--- src/rtl/sig_ram_ctrl_pkg.sv ---
// Shared types and defaults for the signature RAM controller.
package sig_pkg;

    localparam int unsigned SIG_ADDR_W = 17;
    localparam int unsigned SIG_DEPTH  = 100000;
    localparam int unsigned SIG_RD_LAT = 1;

    localparam logic MODE_RECORD  = 1'b0;
    localparam logic MODE_COMPARE = 1'b1;

    typedef enum logic [1:0] {
        ST_IDLE    = 2'd0,
        ST_RECORD  = 2'd1,
        ST_COMPARE = 2'd2,
        ST_DONE    = 2'd3
    } sig_state_e;

endpackage

--- src/rtl/sig_ram_ctrl_if.sv ---
// Counter-stream, RAM-port and status bundle of the signature RAM controller.
// SIG_RAM_CTRL_FAIL_LOG_EN adds the first-failure address/valid signals.
interface sig_ram_ctrl_if
    import sig_pkg::*;
#(
    parameter int unsigned ADDR_W = SIG_ADDR_W
);

    logic              start;
    logic              mode;
    logic [ADDR_W-1:0] cnt_addr;
    logic              cnt_en;
    logic              sig_bit;
    logic              ram_q;
    logic [ADDR_W-1:0] ram_addr;
    logic              ram_d;
    logic              ram_wren;
    logic              busy;
    logic              done;
    logic              pass;
    logic [ADDR_W-1:0] mis_cnt;
`ifdef SIG_RAM_CTRL_FAIL_LOG_EN
    logic [ADDR_W-1:0] fail_addr;
    logic              fail_vld;
`endif

    modport master (
        output start, mode, cnt_addr, cnt_en, sig_bit, ram_q,
`ifdef SIG_RAM_CTRL_FAIL_LOG_EN
        input  fail_addr, fail_vld,
`endif
        input  ram_addr, ram_d, ram_wren, busy, done, pass, mis_cnt
    );

    modport slave (
        input  start, mode, cnt_addr, cnt_en, sig_bit, ram_q,
`ifdef SIG_RAM_CTRL_FAIL_LOG_EN
        output fail_addr, fail_vld,
`endif
        output ram_addr, ram_d, ram_wren, busy, done, pass, mis_cnt
    );

endinterface

--- src/rtl/sig_ram_ctrl_align_pipe.sv ---
// Fixed-length delay line for the {valid, bit, addr} bundle so the live bit
// lines up with RAM read data during COMPARE.
module sig_align_pipe #(
    parameter int unsigned ADDR_W = 17,
    parameter int unsigned STAGES = 2
) (
    input  logic              clk,
    input  logic              rst,
    input  logic              i_vld,
    input  logic              i_bit,
    input  logic [ADDR_W-1:0] i_addr,
    output logic              o_vld,
    output logic              o_bit,
    output logic [ADDR_W-1:0] o_addr
);

    localparam int unsigned BUNDLE_W = ADDR_W + 2;

    logic [BUNDLE_W-1:0] r_pipe [STAGES];

    always_ff @(posedge clk or posedge rst) begin
        if (rst) begin
            for (int i = 0; i < int'(STAGES); i++) begin
                r_pipe[i] <= '0;
            end
        end else begin
            r_pipe[0] <= {i_vld, i_bit, i_addr};
            for (int i = 1; i < int'(STAGES); i++) begin
                r_pipe[i] <= r_pipe[i-1];
            end
        end
    end

    assign {o_vld, o_bit, o_addr} = r_pipe[STAGES-1];

endmodule

--- src/rtl/sig_ram_ctrl.sv ---
// Signature RAM controller: records the serial signature into a 1-bit RAM or
// compares the live stream against it. SIG_RAM_CTRL_FAIL_LOG_EN adds first-failure logging.
module sig_ram_ctrl
    import sig_pkg::*;
#(
    parameter int unsigned ADDR_W = SIG_ADDR_W,
    parameter int unsigned DEPTH  = SIG_DEPTH,
    parameter int unsigned RD_LAT = SIG_RD_LAT
) (
    input  logic          clk,
    input  logic          rst,
    sig_ram_ctrl_if.slave bus
);

    localparam int unsigned       PIPE_STAGES = RD_LAT + 1;
    localparam logic [ADDR_W-1:0] LAST_ADDR   = ADDR_W'(DEPTH - 1);
    localparam logic [ADDR_W-1:0] CNT_MAX     = '1;

    sig_state_e        r_state;
    sig_state_e        w_state_nxt;

    logic              r_busy;
    logic              r_done;
    logic              r_pass;
    logic [ADDR_W-1:0] r_mis_cnt;
    logic [ADDR_W-1:0] r_ram_addr;
    logic              r_ram_d;
    logic              r_ram_wren;
    logic              r_last_seen;

    logic              w_run_st;
    logic              w_start_acc;
    logic              w_proc;
    logic              w_proc_rec;
    logic              w_proc_cmp;
    logic              w_is_last;
    logic              w_pipe_vld;
    logic              w_pipe_bit;
    logic [ADDR_W-1:0] w_pipe_addr;
    logic              w_mismatch;
    logic [ADDR_W-1:0] w_mis_cnt_nxt;

    // Once the last address is taken, further bits are ignored while COMPARE drains.
    assign w_run_st    = (r_state == ST_RECORD) || (r_state == ST_COMPARE);
    assign w_start_acc = bus.start && ((r_state == ST_IDLE) || (r_state == ST_DONE));
    assign w_proc      = w_run_st && bus.cnt_en && (bus.cnt_addr <= LAST_ADDR) && !r_last_seen;
    assign w_proc_rec  = w_proc && (r_state == ST_RECORD);
    assign w_proc_cmp  = w_proc && (r_state == ST_COMPARE);
    assign w_is_last   = (bus.cnt_addr == LAST_ADDR);

    sig_align_pipe #(
        .ADDR_W (ADDR_W),
        .STAGES (PIPE_STAGES)
    ) u_align (
        .clk    (clk),
        .rst    (rst),
        .i_vld  (w_proc_cmp),
        .i_bit  (bus.sig_bit),
        .i_addr (bus.cnt_addr),
        .o_vld  (w_pipe_vld),
        .o_bit  (w_pipe_bit),
        .o_addr (w_pipe_addr)
    );

    assign w_mismatch = w_pipe_vld && (bus.ram_q != w_pipe_bit);

    always_ff @(posedge clk or posedge rst) begin
        if (rst) begin
            r_state <= ST_IDLE;
        end else begin
            r_state <= w_state_nxt;
        end
    end

    // Next state and next mismatch count.
    always_comb begin
        w_state_nxt   = r_state;
        w_mis_cnt_nxt = r_mis_cnt;
        case (r_state)
            ST_IDLE, ST_DONE: begin
                if (w_start_acc) begin
                    w_state_nxt   = (bus.mode == MODE_COMPARE) ? ST_COMPARE : ST_RECORD;
                    w_mis_cnt_nxt = '0;
                end
            end
            ST_RECORD: begin
                if (w_proc && w_is_last) begin
                    w_state_nxt = ST_DONE;
                end
            end
            ST_COMPARE: begin
                if (w_mismatch && (r_mis_cnt != CNT_MAX)) begin
                    w_mis_cnt_nxt = r_mis_cnt + ADDR_W'(1);
                end
                if (w_pipe_vld && (w_pipe_addr == LAST_ADDR)) begin
                    w_state_nxt = ST_DONE;
                end
            end
            default: w_state_nxt = ST_IDLE;
        endcase
    end

    // Status and RAM port registers, derived from the next state so they track it.
    always_ff @(posedge clk or posedge rst) begin
        if (rst) begin
            r_busy      <= 1'b0;
            r_done      <= 1'b0;
            r_pass      <= 1'b0;
            r_mis_cnt   <= '0;
            r_ram_addr  <= '0;
            r_ram_d     <= 1'b0;
            r_ram_wren  <= 1'b0;
            r_last_seen <= 1'b0;
        end else begin
            r_busy     <= (w_state_nxt == ST_RECORD) || (w_state_nxt == ST_COMPARE);
            r_done     <= (w_state_nxt == ST_DONE);
            r_pass     <= (w_state_nxt == ST_DONE) && (w_mis_cnt_nxt == '0);
            r_mis_cnt  <= w_mis_cnt_nxt;
            r_ram_wren <= w_proc_rec;
            if (w_proc) begin
                r_ram_addr <= bus.cnt_addr;
            end
            if (w_proc_rec) begin
                r_ram_d <= bus.sig_bit;
            end
            if (w_start_acc) begin
                r_last_seen <= 1'b0;
            end else if (w_proc && w_is_last) begin
                r_last_seen <= 1'b1;
            end
        end
    end

    assign bus.ram_addr = r_ram_addr;
    assign bus.ram_d    = r_ram_d;
    assign bus.ram_wren = r_ram_wren;
    assign bus.busy     = r_busy;
    assign bus.done     = r_done;
    assign bus.pass     = r_pass;
    assign bus.mis_cnt  = r_mis_cnt;

`ifdef SIG_RAM_CTRL_FAIL_LOG_EN
    logic [ADDR_W-1:0] r_fail_addr;
    logic              r_fail_vld;

    // Capture only the first mismatching address of a COMPARE run.
    always_ff @(posedge clk or posedge rst) begin
        if (rst) begin
            r_fail_addr <= '0;
            r_fail_vld  <= 1'b0;
        end else if (w_start_acc) begin
            r_fail_addr <= '0;
            r_fail_vld  <= 1'b0;
        end else if ((r_state == ST_COMPARE) && w_mismatch && !r_fail_vld) begin
            r_fail_addr <= w_pipe_addr;
            r_fail_vld  <= 1'b1;
        end
    end

    assign bus.fail_addr = r_fail_addr;
    assign bus.fail_vld  = r_fail_vld;
`endif

endmodule

--- src/flat_wrapper.sv ---
// flat-port wrapper written by rule: the top's interface ports become plain ports
module sig_ram_ctrl_flat import sig_pkg::*;
#(
    parameter int unsigned ADDR_W = SIG_ADDR_W,
    parameter int unsigned DEPTH  = SIG_DEPTH,
    parameter int unsigned RD_LAT = SIG_RD_LAT
)
  (clk, rst, bus_start, bus_mode, bus_cnt_addr, bus_cnt_en, bus_sig_bit, bus_ram_q, bus_ram_addr, bus_ram_d, bus_ram_wren, bus_busy, bus_done, bus_pass, bus_mis_cnt);
  sig_ram_ctrl_if #(.ADDR_W(ADDR_W)) bus_i ();
  input  logic clk;
  input  logic rst;
  input wire logic [$bits(bus_i.start)-1:0] bus_start;
  input wire logic [$bits(bus_i.mode)-1:0] bus_mode;
  input wire logic [$bits(bus_i.cnt_addr)-1:0] bus_cnt_addr;
  input wire logic [$bits(bus_i.cnt_en)-1:0] bus_cnt_en;
  input wire logic [$bits(bus_i.sig_bit)-1:0] bus_sig_bit;
  input wire logic [$bits(bus_i.ram_q)-1:0] bus_ram_q;
  output wire logic [$bits(bus_i.ram_addr)-1:0] bus_ram_addr;
  output wire logic [$bits(bus_i.ram_d)-1:0] bus_ram_d;
  output wire logic [$bits(bus_i.ram_wren)-1:0] bus_ram_wren;
  output wire logic [$bits(bus_i.busy)-1:0] bus_busy;
  output wire logic [$bits(bus_i.done)-1:0] bus_done;
  output wire logic [$bits(bus_i.pass)-1:0] bus_pass;
  output wire logic [$bits(bus_i.mis_cnt)-1:0] bus_mis_cnt;
  assign bus_i.start = bus_start;
  assign bus_i.mode = bus_mode;
  assign bus_i.cnt_addr = bus_cnt_addr;
  assign bus_i.cnt_en = bus_cnt_en;
  assign bus_i.sig_bit = bus_sig_bit;
  assign bus_i.ram_q = bus_ram_q;
  assign bus_ram_addr = bus_i.ram_addr;
  assign bus_ram_d = bus_i.ram_d;
  assign bus_ram_wren = bus_i.ram_wren;
  assign bus_busy = bus_i.busy;
  assign bus_done = bus_i.done;
  assign bus_pass = bus_i.pass;
  assign bus_mis_cnt = bus_i.mis_cnt;
  sig_ram_ctrl #(.ADDR_W(ADDR_W), .DEPTH(DEPTH), .RD_LAT(RD_LAT)) u_core (.clk(clk), .rst(rst), .bus(bus_i));
endmodule
--- config.mk ---
export PLATFORM = sky130hd
export DESIGN_NAME = sig_ram_ctrl_flat
export DESIGN_NICKNAME = d
export VERILOG_FILES = /design/src/rtl/sig_ram_ctrl_pkg.sv /design/src/rtl/sig_ram_ctrl_if.sv /design/src/rtl/sig_ram_ctrl_align_pipe.sv /design/src/rtl/sig_ram_ctrl.sv /design/src/flat_wrapper.sv
export SDC_FILE = /design/constraint.sdc
export NUM_CORES = 1
export LEC_CHECK = 0
export ABC_AREA = 1
export BUFFER_PORTS_ARGS = -buffer_cell sky130_fd_sc_hd__buf_4
export CORE_ASPECT_RATIO = 1.2
export CORE_MARGIN = 2
export CORE_UTILIZATION = 47
export CTS_CLUSTER_DIAMETER = 200
export DETAILED_ROUTE_END_ITERATION = 8
export GPL_ROUTABILITY_DRIVEN = 0
export GPL_TIMING_DRIVEN = 1
export PLACE_DENSITY = 0.66
export REMOVE_ABC_BUFFERS = 1
export SYNTH_ARGS = -nofsm -noshare
export SYNTH_HDL_FRONTEND = slang
export SYNTH_SLANG_ARGS = --single-unit
--- constraint.sdc ---
create_clock -name clk -period 3.4 [get_ports clk]
set_input_delay 0.68 -clock clk [delete_from_list [all_inputs] [get_ports clk]]
set_output_delay 0.68 -clock clk [all_outputs]
set_load 0.05 [all_outputs]
=== Word level (Yosys, flattened, before mapping) ===
Cells that the tools add are included.

* $add $sub $neg: 1
* Multiply operators: 0
* Div/mod/pow operators: 0
* Order comparisons: 1
* Equality and inequality tests: 10
* Shift-type cells: 0
* Muxes and demuxes: 10
* Bitwise operators: 0
* Reductions and logical operators: 19

{| class="wikitable"
|+ Operators by type and width
! operator !! count
|-
| == test 17 bit (second input constant) || 2
|-
| two-way mux 17 bit || 2
|-
| case mux 17 bit (2 select lines) || 1
|-
| adder 17 x 1 -> 17 bit (second input constant) || 1
|-
| less-or-equal comparator 17 bit (second input constant) || 1
|-
| logical NOT 17 bit || 1
|-
| != test 17 bit (second input constant) || 1
|-
| logical AND 1 bit || 11
|-
| == test 2 bit (second input constant) || 4
|-
| two-way mux 2 bit || 4
|-
| case mux 2 bit (3 select lines) || 1
|-
| == test 2 x 1 -> 1 bit (second input constant) || 2
|-
| logical OR 1 bit || 3
|-
| logical NOT 2 bit || 1
|-
| two-way mux 1 bit || 2
|-
| nonzero test 2 bit || 1
|-
| OR reduction 2 bit || 1
|-
| logical NOT 1 bit || 1
|-
| != test 1 bit || 1
|}

* Register bits: 80
* Latch bits: 0
* Bits in writable memories: 0
* Memory bits (read-only): 0
* Output and inout port bits: 39
* Word-level logic and storage cells: 52
* Memories kept: 0

=== Depth between registers and ports, before layout ===
* Depth in word-level cells: 10
* Gate-level depth with buffers: 19
* Gate-level depth less buffers: 19

=== Modules after synthesis ===
Synthesis repeated with hierarchy kept, for this count alone.

* Cell total of the unflattened synthesis: 365
* Area total of the unflattened synthesis: 3,482.1 sq um

{| class="wikitable"
|+ Modules (own cells, without submodules)
! module !! times used !! cells each !! area each (sq um) !! seq. area each (sq um)
|-
| sig_ram_ctrl || 1 || 309 || 2,399.8 || 1,051.0
|-
| sig_align_pipe || 1 || 56 || 1,082.3 || 950.9
|}

=== Worst setup path before layout ===
Ideal clock, no wire load.

* Path type: reg-to-reg
* Start point: register u_core.r_mis_cnt[1] (netlist: u_core.bus.mis_cnt[1])
* End point: register u_core.r_pass (netlist: u_core.bus.pass)
* Setup time: 0.071 ns
* Data arrival time: 2.365 ns
* Setup slack: 0.964 ns
* Cell stages (with the launch flop): 17
* Path buffers: 0
* Period minus slack after synthesis: 2.436 ns
* Cell sequence: dfrtp_1 -> ha_1 -> inv_1 -> nor2_2 -> nand2_2 -> nor3_1 -> ha_1 -> nor2_2 -> nand3_4 -> nor2_1 -> nand2_1 -> o21ai_0 -> a21oi_1 -> nand2_1 -> nor2_2 -> nand2_1 -> nor2_1

* Cells in the longest elaborated chain, start to end: 6

{| class="wikitable"
|+ Ends and longest elaborated chain
! what !! line !! text
|-
| start, declared || sig_ram_ctrl.sv:25 || <nowiki>logic [ADDR_W-1:0] r_mis_cnt;</nowiki>
|-
| start signal, assigned || sig_ram_ctrl.sv:118 || <nowiki>r_mis_cnt <= w_mis_cnt_nxt;</nowiki>
|-
| branches (longest 3 deep; another with adder 17 x 1 -> 17 bit) || n/a ||
|-
| case mux 17 bit (2 select lines) (*) || sig_ram_ctrl.sv:79 || <nowiki>case (r_state)</nowiki>
|-
| logical NOT 17 bit (*) || sig_ram_ctrl.sv:117 || <nowiki>r_pass <= (w_state_nxt == ST_DONE) && (w_mis_cnt_nxt == '0);</nowiki>
|-
| logical AND 1 bit (*) || sig_ram_ctrl.sv:117 ||
|-
| end signal, assigned || sig_ram_ctrl.sv:117 ||
|-
| end, declared || sig_ram_ctrl.sv:24 || <nowiki>logic r_pass;</nowiki>
|}

Every way passes the cells marked *.
A chain may end at the register's enable or synchronous reset.

=== Worst setup path after layout ===
* Start point: register u_core.r_mis_cnt[1] (netlist: u_core.bus.mis_cnt[1])
* End point: register u_core.r_pass (netlist: u_core.bus.pass)

* Cells in the longest elaborated chain, start to end: 6

{| class="wikitable"
|+ Ends and longest elaborated chain
! what !! line !! text
|-
| branches (longest 2 deep; another with adder 17 x 1 -> 17 bit) || n/a ||
|-
| two-way mux 17 bit (*) || sig_ram_ctrl.sv:92 || <nowiki>if (w_mismatch && (r_mis_cnt != CNT_MAX)) begin</nowiki>
|-
| case mux 17 bit (2 select lines) (*) || sig_ram_ctrl.sv:79 ||
|-
| net u_core.w_mis_cnt_nxt[8] || sig_ram_ctrl.sv:41 || <nowiki>logic [ADDR_W-1:0] w_mis_cnt_nxt;</nowiki>
|-
| logical NOT 17 bit (*) || sig_ram_ctrl.sv:117 ||
|-
| logical AND 1 bit (*) || sig_ram_ctrl.sv:117 ||
|}

Mark *: on every way through the listed nets, which the timed path passes.

==> flow_summary.yaml <==
die:
  io_pins: 63
  die-area_um2: 7949
  die_y_um: 97.27
  core_area_um2: 7147
  initial_utilization_pct: 47.67
  rows: 34
  dieWidth_um: 81.72
clock_tree:
  htreeDepth: 3
  cts_root_buf: "clkbuf_8"
  clockBufferDepth: 2
  cts_tree: "done"
  post_cts_buffers: 0
  ctsHoldBuffers: 0
  clock-sinks: 80
  cts-buffers-inserted: 9
  cts.clk_slew.worst_paths_ns: 0.09
  worstSkewPairLatency_ns: 0.35
  cts_resized: 0
logic_synthesis:
  synth-seq-cells: 80
  yosys_warnings: 0
  ys_types: 29
  synth_area_per_cell_um2: 8.714
  yosysSeqAreaShare_pct: 58.76
  netlist_area_um2: 3407
  synth_cells: 391
timing:
  fin_setup_tns_ns: 0
  worst_pin_slew_ns: 0.7670
  grt_setup_unrepaired: "false"
  fin_crit_sh_pct: 77.17
  setup_viol: 0
  slew_headroom_pct: 48.68
  drv_slew: 0
  finalClockSkew_ns: 0.01150
  finalCriticalPeriod_ns: 2.624
  fmax_ghz: 0.3811
  hold_viol: 0
route:
  wl_per_cell_um: 13.23
  drc: 0
  dr.pass1.iters: 4
  wirelength_um: 7371
  ant_nets: 0
  vias: 2782
  first_iter_violations: 124
  viasPerCell: 4.995
hold_path:
  min_path_type: "in2async"
status:
  status: "finished, final reports clean"
final_layout:
  syn_to_final_growth_pct: 22.66
  nets: 491
  n_antenna_cell: 0
  drive_gt1_share_pct: 20.99
power_and_ir_drop:
  power_mw: 3.080
  ir_drop_v: 0.0005170
  p_per_area_nw_per_um2: 737.0
  power.leakage_nw: 2.123
critical_path:
  path_class: "reg2reg"
  worstPathRequired_ns: 3.68
  critPathArrivalTime_ns: 2.90
  cp-start-kind: "register"
  critPathMaxFanout: 10
  reg2reg_slack_ns: 0.78
  end_kind: "register"
global_route:
  grt_pass1_vias: 2686
  track_usage_pct: 20.02
  overflow: 0
  grt_pass1_wl_um: 12220
  antenna_found_initial: 0
  grt_max_degree: 36
run:
  cap_violations: 0
placed_design:
  dpl.hpwl_um: 5601
  portBuffers: 62
area by class of cell:
class                           count  area, µm²
Sequential cell                    80       2002
Timing Repair Buffer               65      488.0
Clock inverter                      6      55.05
Tap cell                           90      112.6
Inverter                           52      196.4
Clock buffer                       10      137.6
Fill cell                         677       2968
Multi-Input combinational cell    254       1187
cell families after synthesis:
family	synth area share, %
AND/OR/NAND/NOR	27.14
flip-flops	58.76
buffers and inverters	6.390
AO/OA/AOI/OAI	5.876
adder cells (fa/ha/maj)	1.836
critical path, cell delays in order, from the launching register on:
cell	delay [ns]
dfrtp_1	0.45
ha_1	0.24
inv_1	0.09
nor2_2	0.06
nand2_2	0.11
nor3_1	0.07
ha_1	0.22
nor2_2	0.16
nand3_4	0.17
nor2_4	0.17
nand2_2	0.09
nand3_1	0.11
nand2_2	0.08
nor2_1	0.13
nand2_1	0.07
nor2_1	0.13
nand2_1	0.09
nor2_1	0.11
flip-flops by register name (all words and copies together), names as in the netlist:
| signal | flops |
|---|---|
| u_core.u_align.o_vld | 1 |
| u_core.u_align.o_addr | 17 |
| u_core.bus.pass | 1 |
| u_core.bus.mis_cnt | 17 |
| u_core.bus.ram_d | 1 |
| u_core.r_state | 2 |
| u_core.bus.done | 1 |
| u_core.bus.ram_addr | 17 |
| u_core.bus.ram_wren | 1 |
| u_core.r_last_seen | 1 |
| u_core.bus.busy | 1 |
| u_core.u_align.o_bit | 1 |
| u_core.u_align.r_pipe | 19 |
stage by stage:
stage	util (%)	worst slack, ns	hold WS (ns)	instance area [µm²]	instances
after detailed placement	55.78	0.5438	0.3347	3986	541
final	58.47	0.7763	0.2580	4179	557
after global placement	55.78	0.6295	0.3320	3986	541
after floorplan	-	0.6683	0.3312	3385	386
after CTS	58.47	0.7387	0.2560	4179	557
after global routing	58.47	0.5422	0.2567	4179	557
synth_stat cells:
library cell,n,area share (%)
a21boi_0,2,0.44
a21oi_1,6,0.88
a31o_2,1,0.26
a31oi_1,1,0.18
and2_1,1,0.18
buf_2,3,0.44
clkbuf_1,2,0.22
clkinv_1,1,0.11
dfrtp_1,80,59
ha_1,5,1.8
inv_1,50,5.5
inv_2,1,0.11
nand2_1,121,13
nand2_2,3,0.55
nand3_1,24,3.5
nand3_2,1,0.29
nand3_4,1,0.51
nand3b_1,2,0.44
nand4_1,7,1.3
nor2_1,39,4.3
nor2_2,7,1.3
nor2_4,2,0.66
nor3_1,4,0.59
nor4_1,1,0.18
o21ai_0,22,3.2
o21bai_1,1,0.22
o22ai_1,1,0.18
o2bb2ai_1,1,0.26
o31ai_1,1,0.22
metal layers:
| layer | track usage [%] | vias to the layer above | share of wire, % |
|---|---|---|---|
| met5 | 0 | - | 0 |
| met4 | 7.821 | 0 | 2.3 |
| met3 | 4.275 | 14 | 4.9 |
| met2 | 33.02 | 72 | 51 |
| met1 | 25.35 | 1318 | 42 |
| li1 | - | 1378 | - |
path summary, 6_finish.rpt:
path	from	end	depth (start not counted)
max	u_core.bus.mis_cnt[1]	u_core.bus.pass	17
min	rst	u_core.bus.mis_cnt[7]	2
max reg2reg	u_core.bus.mis_cnt[1]	u_core.bus.pass	17
min reg2reg	u_core.u_align.r_pipe[21]	u_core.u_align.o_addr[2]	0
max in group asynchronous	rst	u_core.bus.mis_cnt[3]	3
min in group clk	u_core.u_align.r_pipe[21]	u_core.u_align.o_addr[2]	0
cell usage in the layout, fill, tap and decap left out:
cell and n:
ha_1 5, nand3_2 1, buf_4 65, nand3b_1 2, a21oi_1 6, dfrtp_1 80, inv_6 4, nand2_1 121
clkinv_2 1, nand3_4 1, clkbuf_8 10, nand3_1 24, clkinv_1 1, a31oi_1 1, nand4_1 7, nor2_2 7
o21bai_1 1, o2bb2ai_1 1, clkinv_4 1, and2_1 1, a21boi_0 2, o31ai_1 1, o21ai_0 22, nor2_4 2
o22ai_1 1, inv_1 49, inv_2 1, nand2_2 3, nor4_1 1, inv_8 1, a31o_2 1, nor3_1 4
nor2_1 39
report_power, final:
group	total, mW	internal, mW	switching (mW)
Sequential	1.20	1.11	0.0859
Combinational	1.21	0.344	0.868
Clock	0.670	0.302	0.368
Total	3.08	1.76	1.32
(Power assumes the default switching activity.)
